==> src/rtl/time_of_day_counter.sv <==
// time_of_day_counter
// Binary hours/minutes/seconds chain advanced by a one-cycle 1 Hz strobe.
// Supports direct load, per-field set strobes, and a registered DAY_UP pulse
// on the 23:59:59 -> 00:00:00 rollover that feeds the day-of-week counter.
// Per-cycle priority: Clr > LD > SetHour/SetMin > Tick; losers are discarded.

module time_of_day_counter (
  input  logic       Clk,
  input  logic       Clr,
  input  logic       Tick,
  input  logic       LD,
  input  logic [4:0] LD_HOUR,
  input  logic [5:0] LD_MIN,
  input  logic [5:0] LD_SEC,
  input  logic       SetHour,
  input  logic       SetMin,
  output logic [4:0] HOUR,
  output logic [5:0] MIN,
  output logic [5:0] SEC,
  output logic       DAY_UP
);

  localparam logic [4:0] HOUR_LAST = 5'd23;
  localparam logic [5:0] MIN_LAST  = 6'd59;
  localparam logic [5:0] SEC_LAST  = 6'd59;

  logic       sec_last;
  logic       min_last;
  logic       hour_last;
  logic [4:0] hour_inc;
  logic [5:0] min_inc;
  logic [5:0] sec_inc;
  logic [4:0] ld_hour_ok;
  logic [5:0] ld_min_ok;
  logic [5:0] ld_sec_ok;

  // Terminal-value detection and compare-and-wrap increments for each field.
  always_comb begin
    sec_last  = (SEC  == SEC_LAST);
    min_last  = (MIN  == MIN_LAST);
    hour_last = (HOUR == HOUR_LAST);
    sec_inc   = sec_last  ? 6'd0 : SEC  + 6'd1;
    min_inc   = min_last  ? 6'd0 : MIN  + 6'd1;
    hour_inc  = hour_last ? 5'd0 : HOUR + 5'd1;
  end

  // Load values are range-checked per field; an out-of-range field loads as 0.
  always_comb begin
    ld_hour_ok = (LD_HOUR > HOUR_LAST) ? 5'd0 : LD_HOUR;
    ld_min_ok  = (LD_MIN  > MIN_LAST)  ? 6'd0 : LD_MIN;
    ld_sec_ok  = (LD_SEC  > SEC_LAST)  ? 6'd0 : LD_SEC;
  end

  // Time-of-day registers and DAY_UP, updated under the fixed event priority.
  always_ff @(posedge Clk) begin
    if (Clr) begin
      HOUR   <= 5'd0;
      MIN    <= 6'd0;
      SEC    <= 6'd0;
      DAY_UP <= 1'b0;
    end else if (LD) begin
      HOUR   <= ld_hour_ok;
      MIN    <= ld_min_ok;
      SEC    <= ld_sec_ok;
      DAY_UP <= 1'b0;
    end else if (SetHour || SetMin) begin
      // Set strobes never carry into the next field and never signal a new day.
      if (SetHour) begin
        HOUR <= hour_inc;
      end
      if (SetMin) begin
        MIN <= min_inc;
        SEC <= 6'd0;
      end
      DAY_UP <= 1'b0;
    end else if (Tick) begin
      SEC <= sec_inc;
      if (sec_last) begin
        MIN <= min_inc;
        if (min_last) begin
          HOUR <= hour_inc;
        end
      end
      DAY_UP <= sec_last && min_last && hour_last;
    end else begin
      DAY_UP <= 1'b0;
    end
  end

endmodule
==> config.mk <==
export PLATFORM = sky130hd
export DESIGN_NAME = time_of_day_counter
export DESIGN_NICKNAME = d
export VERILOG_FILES = /design/src/rtl/time_of_day_counter.sv
export SDC_FILE = /design/constraint.sdc
export NUM_CORES = 1
export LEC_CHECK = 0
export CELL_PAD_IN_SITES_DETAIL_PLACEMENT = 2
export CELL_PAD_IN_SITES_GLOBAL_PLACEMENT = 2
export CORE_UTILIZATION = 25
export DETAILED_ROUTE_END_ITERATION = 6
export GPL_TIMING_DRIVEN = 0
export HOLD_SLACK_MARGIN = 0.02
export PLACE_DENSITY = 0.83
export SLEW_MARGIN = 5
export SYNTH_ARGS = -nofsm -noshare
export SYNTH_HDL_FRONTEND = slang
export SYNTH_SLANG_ARGS = --single-unit
==> constraint.sdc <==
create_clock -name Clk -period 1.9 [get_ports Clk]
set_input_delay 0.38 -clock Clk [delete_from_list [all_inputs] [get_ports Clk]]
set_output_delay 0.38 -clock Clk [all_outputs]
set_load 0.02 [all_outputs]
==> out/metrics.cfg, run 1 <==
[status]
outcome=finished clean

[routing]
wl_per_cell_um=18.31
drc=0
drtIter0Drc=39
dr.pass1.iters=4
ant_nets=0
vias=1378
wl_um=4778
avgViaCountPerCell=5.280

[logic_synthesis]
ys_ff_latch=18
synth_top_flop_cell=dfxtp_1
synthArstFlopShare_pct=0
syn_area_per_cell_um2=8.196
yosys.area.top_type_share_pct=29.51
synth_edf_count=0
syn_nets=175
yosysTopAreaCell=dfxtp_1
synth_area_um2=1221
synth_warnings=0
synth.most_common_cell=dfxtp_1
synth_cells=149
synth_cell_types=44
ys_seq_area_share_pct=29.51
ys_top_cells_by_area=dfxtp_1 (30%), nand3_1 (5.3%), nor2_1 (4.6%)
yosys-top-cells-count=dfxtp_1 (18), nor2_1 (15), nand3_1 (13)

[hold_path]
min_path_type=primary input to register

[critical_path]
slowest_stage=clkdlybuf4s50_1
crit_required_ns=1.52
crit_chain=clkdlybuf4s50_1
worst_path_largest_cell_delay_ns=0.68
criticalPathCategory=register to output port
crit_family=buffers and inverters
start_kind=register
crit_fanout=6
path_buf_inv=1
end_kind=output port
crit_arrival_ns=1.48

[sta]
slew_viol_final=0
finalSetupViolCount=0
slew_headroom_pct=66.67
hold_viol=0
fin_crit_ns=1.862
finalCritPeriodShare_pct=98.02
rsz0062_at_grt=false
fin_skew_ns=0.007836
worst_pin_slew_ns=0.5000
fmax_ghz=0.5370

[layout]
insertedDiodeCount=0
finish.utilization_pct=38.46
drive_above_1_share_pct=14.43
final_cells=261
nets=221
fill_cells=536
syn_to_final_growth_pct=48.77

[grt]
grt_max_degree=11
grt_pass1_vias=1540
grt_overflow=0
grt_pass1_wl_um=7665
grt_antenna_before_repair=0
grt_usage_pct=19.20

[power]
power_leakage_uw=0.0006264
p_per_area_nw_per_um2=596.8
vdd_drop_max_mv=0.2221

[die]
start_util_pct=25.85
die_y_um=71.89
rows=25
die_x_um=71.89
pin_count=41
core_um2=4723
dieArea_um2=5168

[placement]
dp_hpwl_um=3576
placed_cells=255
io_buffers=39
gp_congestion=0.7795

[clocking]
h-tree-depth=1
clockBufferDepth=2
clock_latency_ns=0.27
cts_hold_buf=0
tritoncts=built
cts_sinks=18
clkTransAtPathRegs_ns=0.07
root_buffer=clkbuf_8
numCtsBuffers=3

[flow_run]
maxCapViolCount=0

## cells by family (layout without fill, tap and decap cells)
| kind of cell | count (synthesis) | in the layout | synth area share [%] |
|---|---|---|---|
| flip-flops | 18 | 18 | 29.51 |
| AO/OA/AOI/OAI | 49 | 49 | 30.43 |
| AND/OR/NAND/NOR | 62 | 62 | 30.02 |
| adder cells (fa/ha/maj) | 3 | 3 | 3.074 |
| buffers and inverters | 15 | 60 | 5.327 |
| multiplexers | 2 | 2 | 1.639 |
## final timing paths
check / from / to / slack [ns] / depth (start not counted)
min reg2reg: SEC[1] / SEC[1] / 0.50 / 2
max: SEC[5] / SEC[5] / 0.04 / 1
min: LD / DAY_UP / 0.46 / 4
max reg2reg: MIN[0] / MIN[3] / 0.08 / 6
## final cells by class
cell class / instances / area (um2) / area share (%)
multi-input combinational: 116 / 820.8 / 45.18
timing repair buffer: 41 / 420.4 / 23.14
sequential: 18 / 367.9 / 20.25
tap: 67 / 83.83 / 4.614
clock buffer: 4 / 55.05 / 3.030
buffer: 6 / 35.03 / 1.928
inverter: 9 / 33.78 / 1.860
## where the power goes
part / switching, uW / leakage [uW] / internal, uW
Combinational: 149 / 0.000448 / 149
Sequential: 43.2 / 0.000150 / 405
Clock: 153 / 0.0000288 / 185
Total: 346 / 0.000626 / 738
## metal layers
layer | GRT usage (%) | part of all wire, % | up-vias
li1 | - | - | 661
met4 | 7.407 | 1.4 | 0
met1 | 21.66 | 42 | 681
met5 | 0 | 0 | -
met3 | 2.639 | 3.1 | 7
met2 | 36.37 | 53 | 29
## cell usage in the layout, fill, tap and decap left out, types with 5 or more instances in the layout
| master | instances |
|---|---|
| nor3_1 | 5 |
| nand2_1 | 6 |
| dfxtp_1 | 14 |
| nand3_1 | 13 |
| o21ai_0 | 5 |
| nor2_1 | 14 |
| clkdlybuf4s50_1 | 38 |
| a221oi_1 | 5 |
| inv_1 | 9 |
| a211oi_1 | 6 |
| a31oi_1 | 5 |
| a21oi_1 | 10 |
## through the flow
stage	total power, uW	hold WS (ns)	worst slack (ns)	instance area (um2)	setup TNS [ns]
after floorplan	587.3	0.5261	0.03390	1221	0
after global placement	720.5	0.4906	-0.3482	1695	-2.221
after detailed placement	737.7	0.5110	-0.4173	1695	-3.516
after CTS	1083	0.4593	0.01568	1797	0
after global routing	1135	0.4824	0.0003442	1817	0
final	1084	0.4646	0.03764	1817	0
## sequential cells by signal, indices dropped and copies added (netlist names)
name and cells:
MIN 6, DAY_UP 1, HOUR 5, SEC 6
## timing repair
| action | in CTS | in global routing |
|---|---|---|
| pin swaps | 1 | 1 |
| setup buffers | 2 | 0 |
| endpoints found under the setup margin | 12 | 15 |
| gates resized for setup | 9 | 7 |
No activity file was read; power rests on OpenSTA's default activity.
==> run 2, diff against run 1 <==
--- a/config.mk
+++ b/config.mk
@@ -7,11 +7,11 @@
 export LEC_CHECK = 0
 export CELL_PAD_IN_SITES_DETAIL_PLACEMENT = 2
 export CELL_PAD_IN_SITES_GLOBAL_PLACEMENT = 2
-export CORE_UTILIZATION = 25
+export CORE_UTILIZATION = 23
 export DETAILED_ROUTE_END_ITERATION = 6
 export GPL_TIMING_DRIVEN = 0
 export HOLD_SLACK_MARGIN = 0.02
-export PLACE_DENSITY = 0.83
+export PLACE_DENSITY = 0.81
 export SLEW_MARGIN = 5
 export SYNTH_ARGS = -nofsm -noshare
 export SYNTH_HDL_FRONTEND = slang
==> constraint.sdc (replaced) <==
create_clock -name Clk -period 1.7 [get_ports Clk]
set_input_delay 0.34 -clock Clk [delete_from_list [all_inputs] [get_ports Clk]]
set_output_delay 0.34 -clock Clk [all_outputs]
set_load 0.02 [all_outputs]
==> run 2 against run 1 <==
  * Combinational power grew 18%
  * Largest cell class unchanged
  * Clock-buffer cell count unchanged
  * Global-route usage fell by 1.6 points
  * Sequential power rose by 11%
  * Final cell count grew 4.6%
  * First-iteration DRC count increased by 23%
  * Routed wire length is 2.7% lower
  * Setup slack worse by 0.0021 ns
  * Sequential share of layout area decreased by 1.0 points
  * Hold slack lost 0.0063 ns
==> out/metrics.cfg, run 2 (synthesis gave the netlist of run 1 again) <==
[layout]
final_cell_mix=clkdlybuf4s50_1 (24), nor2_1 (14), dfxtp_1 (13), nand3_1 (13), a21oi_1 (10)
fill_cells=568  ; +6.0%
multi_input_area_um2=855.8  ; +4.3%
final_common_cell=clkdlybuf4s50_1
final-seq-area_um2=376.6  ; +2.4%
insertedDiodeCount=0  ; unchanged
drive_above_1_share_pct=21.18  ; +6.7 points
syn_to_final_growth_pct=60.45
reg.largest.list=MIN: 6 flops, SEC: 6 flops, HOUR: 5 flops
nets=230  ; +4.1%

[die]
pin_count=41  ; unchanged
rows=26  ; +4.0%
dieArea_um2=5605  ; +8.4%
start_util_pct=23.91  ; -1.9 points
die_x_um=74.87  ; +4.1%
die_y_um=74.87  ; +4.1%
core_um2=5107  ; +8.1%

[clocking]
clkTransAtPathRegs_ns=0.08  ; about the same
numCtsBuffers=3  ; unchanged
h-tree-depth=1  ; unchanged
cts_hold_buf=0  ; unchanged
tritoncts=built
clockBufferDepth=2  ; unchanged
clock_latency_ns=0.26  ; about the same
root_buffer=clkbuf_8
cts_sinks=18  ; unchanged

[placement]
io_buffers=39  ; unchanged
gp_congestion=0.7300  ; -6.4%
dp_hpwl_um=3253  ; -9.0%

[flow_run]
maxCapViolCount=0  ; unchanged

[critical_path]
crit_start=MIN[0]
rr_endpoint=HOUR[4]
start_kind=register
r2r_cells=7  ; +1
path_buf_inv=2  ; +1
crit_required_ns=1.36  ; -0.16 ns
worst_path_largest_cell_delay_ns=0.59  ; -0.09 ns
crit_chain=buf_4 -> clkdlybuf4s50_1
crit_end=MIN[0]
crit_fanout=3  ; -3
crit_arrival_ns=1.32  ; -0.16 ns
crit_cells=2  ; +1
end_kind=output port
reg2reg_slack_ns=0.04  ; -0.04 ns
criticalPathCategory=register to output port
crit_family=buffers and inverters
timing.rr.start=MIN[0]
slowest_stage=clkdlybuf4s50_1

[power]
p_per_area_nw_per_um2=622.7  ; +4.3%
power_leakage_uw=0.0008293  ; +32%
vdd_drop_max_mv=0.2981  ; +34%

[routing]
avgViaCountPerCell=5.154  ; -2.4%
wl_per_cell_um=17.02  ; -7.0%
wl_um=4647  ; -2.7%
vias=1407  ; +2.1%
ant_nets=0  ; unchanged
drtIter0Drc=48  ; +23%
dr.pass1.iters=4  ; unchanged
drc=0  ; unchanged

[sta]
slew_viol_final=0  ; unchanged
fin_hold_ws_ns=0.4583  ; -0.006329 ns
slew_headroom_pct=64.71  ; -2.0 points
finalCritPeriodShare_pct=97.91
finalSetupViolCount=0  ; unchanged
rsz0062_at_grt=true
fmax_ghz=0.6008
fin_crit_ns=1.665
worst_pin_slew_ns=0.5293  ; +0.02939 ns
fin_tns_setup_ns=0  ; unchanged
fin_skew_ns=0.001084  ; -0.006752 ns
hold_viol=0  ; unchanged

[grt]
grt_overflow=0  ; unchanged
grt_max_degree=11  ; unchanged
grt_pass1_wl_um=7314  ; -4.6%
grt_usage_pct=17.59  ; -1.6 points
grt_antenna_before_repair=0  ; unchanged
grt_pass1_vias=1464  ; -4.9%

[hold_path]
min_path_type=primary input to register

[status]
outcome=finished clean

==> run 2: cell types whose count changed in the layout (fill, tap and decap cells not counted), sizes merged <==
cell | previous run | this run
dlymetal6s2s | 1 | 8
clkdlybuf4s50 | 38 | 24
dlygate4sd2 | 0 | 7
buf | 4 | 13
==> run 2: cell type report <==
cell class              instances  share of cell area [%]
flip-flops and latches         18                   19.22
multi-input cells             116                   43.68
inverters                       9                   1.724
clock buffers                   4                   2.810
well taps                      70                   4.470
repair buffers                 50                   26.37
plain buffers                   6                   1.724
==> run 2: power by group <==
| part | switching, uW | internal (uW) | leakage (uW) |
|---|---|---|---|
| sequential | 47.3 | 451 | 0.000151 |
| combinational | 172 | 179 | 0.000649 |
| clock | 165 | 206 | 0.0000288 |
| total | 384 | 836 | 0.000829 |
==> run 2: worst min-delay path by stage <==
stage | startpoint | to | slack [ns] | cells past startpoint
floorplan | LD_MIN[2] | MIN[2] | 0.49 | 2
CTS | LD | DAY_UP | 0.43 | 4
global route | LD | DAY_UP | 0.47 | 4
finish | LD | DAY_UP | 0.46 | 4
detailed placement | SEC[1] | SEC[1] | 0.51 | 2
global placement | SEC[1] | SEC[1] | 0.50 | 2
==> run 2: worst reg2reg max path: stages (launching register included) <==
cell	delay [ns]
dfxtp_4	0.37
ha_4	0.13
nor2b_4	0.14
nand4_1	0.18
o31ai_4	0.35
buf_12	0.15
mux2i_1	0.17
nor2_1	0.06
==> run 2: routing by layer <==
layer  part of all wire [%]  global-route usage (%)  vias up
li1                       -                       -      675
met4                    1.9                   6.499        0
met1                     45                   22.14      697
met3                    2.8                   2.544        8
met5                      0                       0        -
met2                     50                   30.43       27
==> run 2: repair_timing <==
item / in CTS / in global routing
pin swaps: 2 / 3
setup buffers: 5 / 5
gates resized for setup: 14 / 14
endpoints found under the setup margin: 22 / 18
endpoints found under the hold margin: 0 / 0
gates cloned: 1 / 0
==> run 2: per-stage QoR <==
step | util [%] | power (uW) | worst slack, ns | instance area [um2] | cells
after global placement | 34.20 | 818.7 | -0.5158 | 1747 | 258
after CTS | 36.94 | 1215 | -0.01212 | 1887 | 268
final | 38.36 | 1220 | 0.03550 | 1959 | 273
after detailed placement | 34.20 | 828.3 | -0.5410 | 1747 | 258
after floorplan | - | 664.2 | 0.003173 | 1269 | 149
after global routing | 38.36 | 1281 | -0.06651 | 1959 | 273
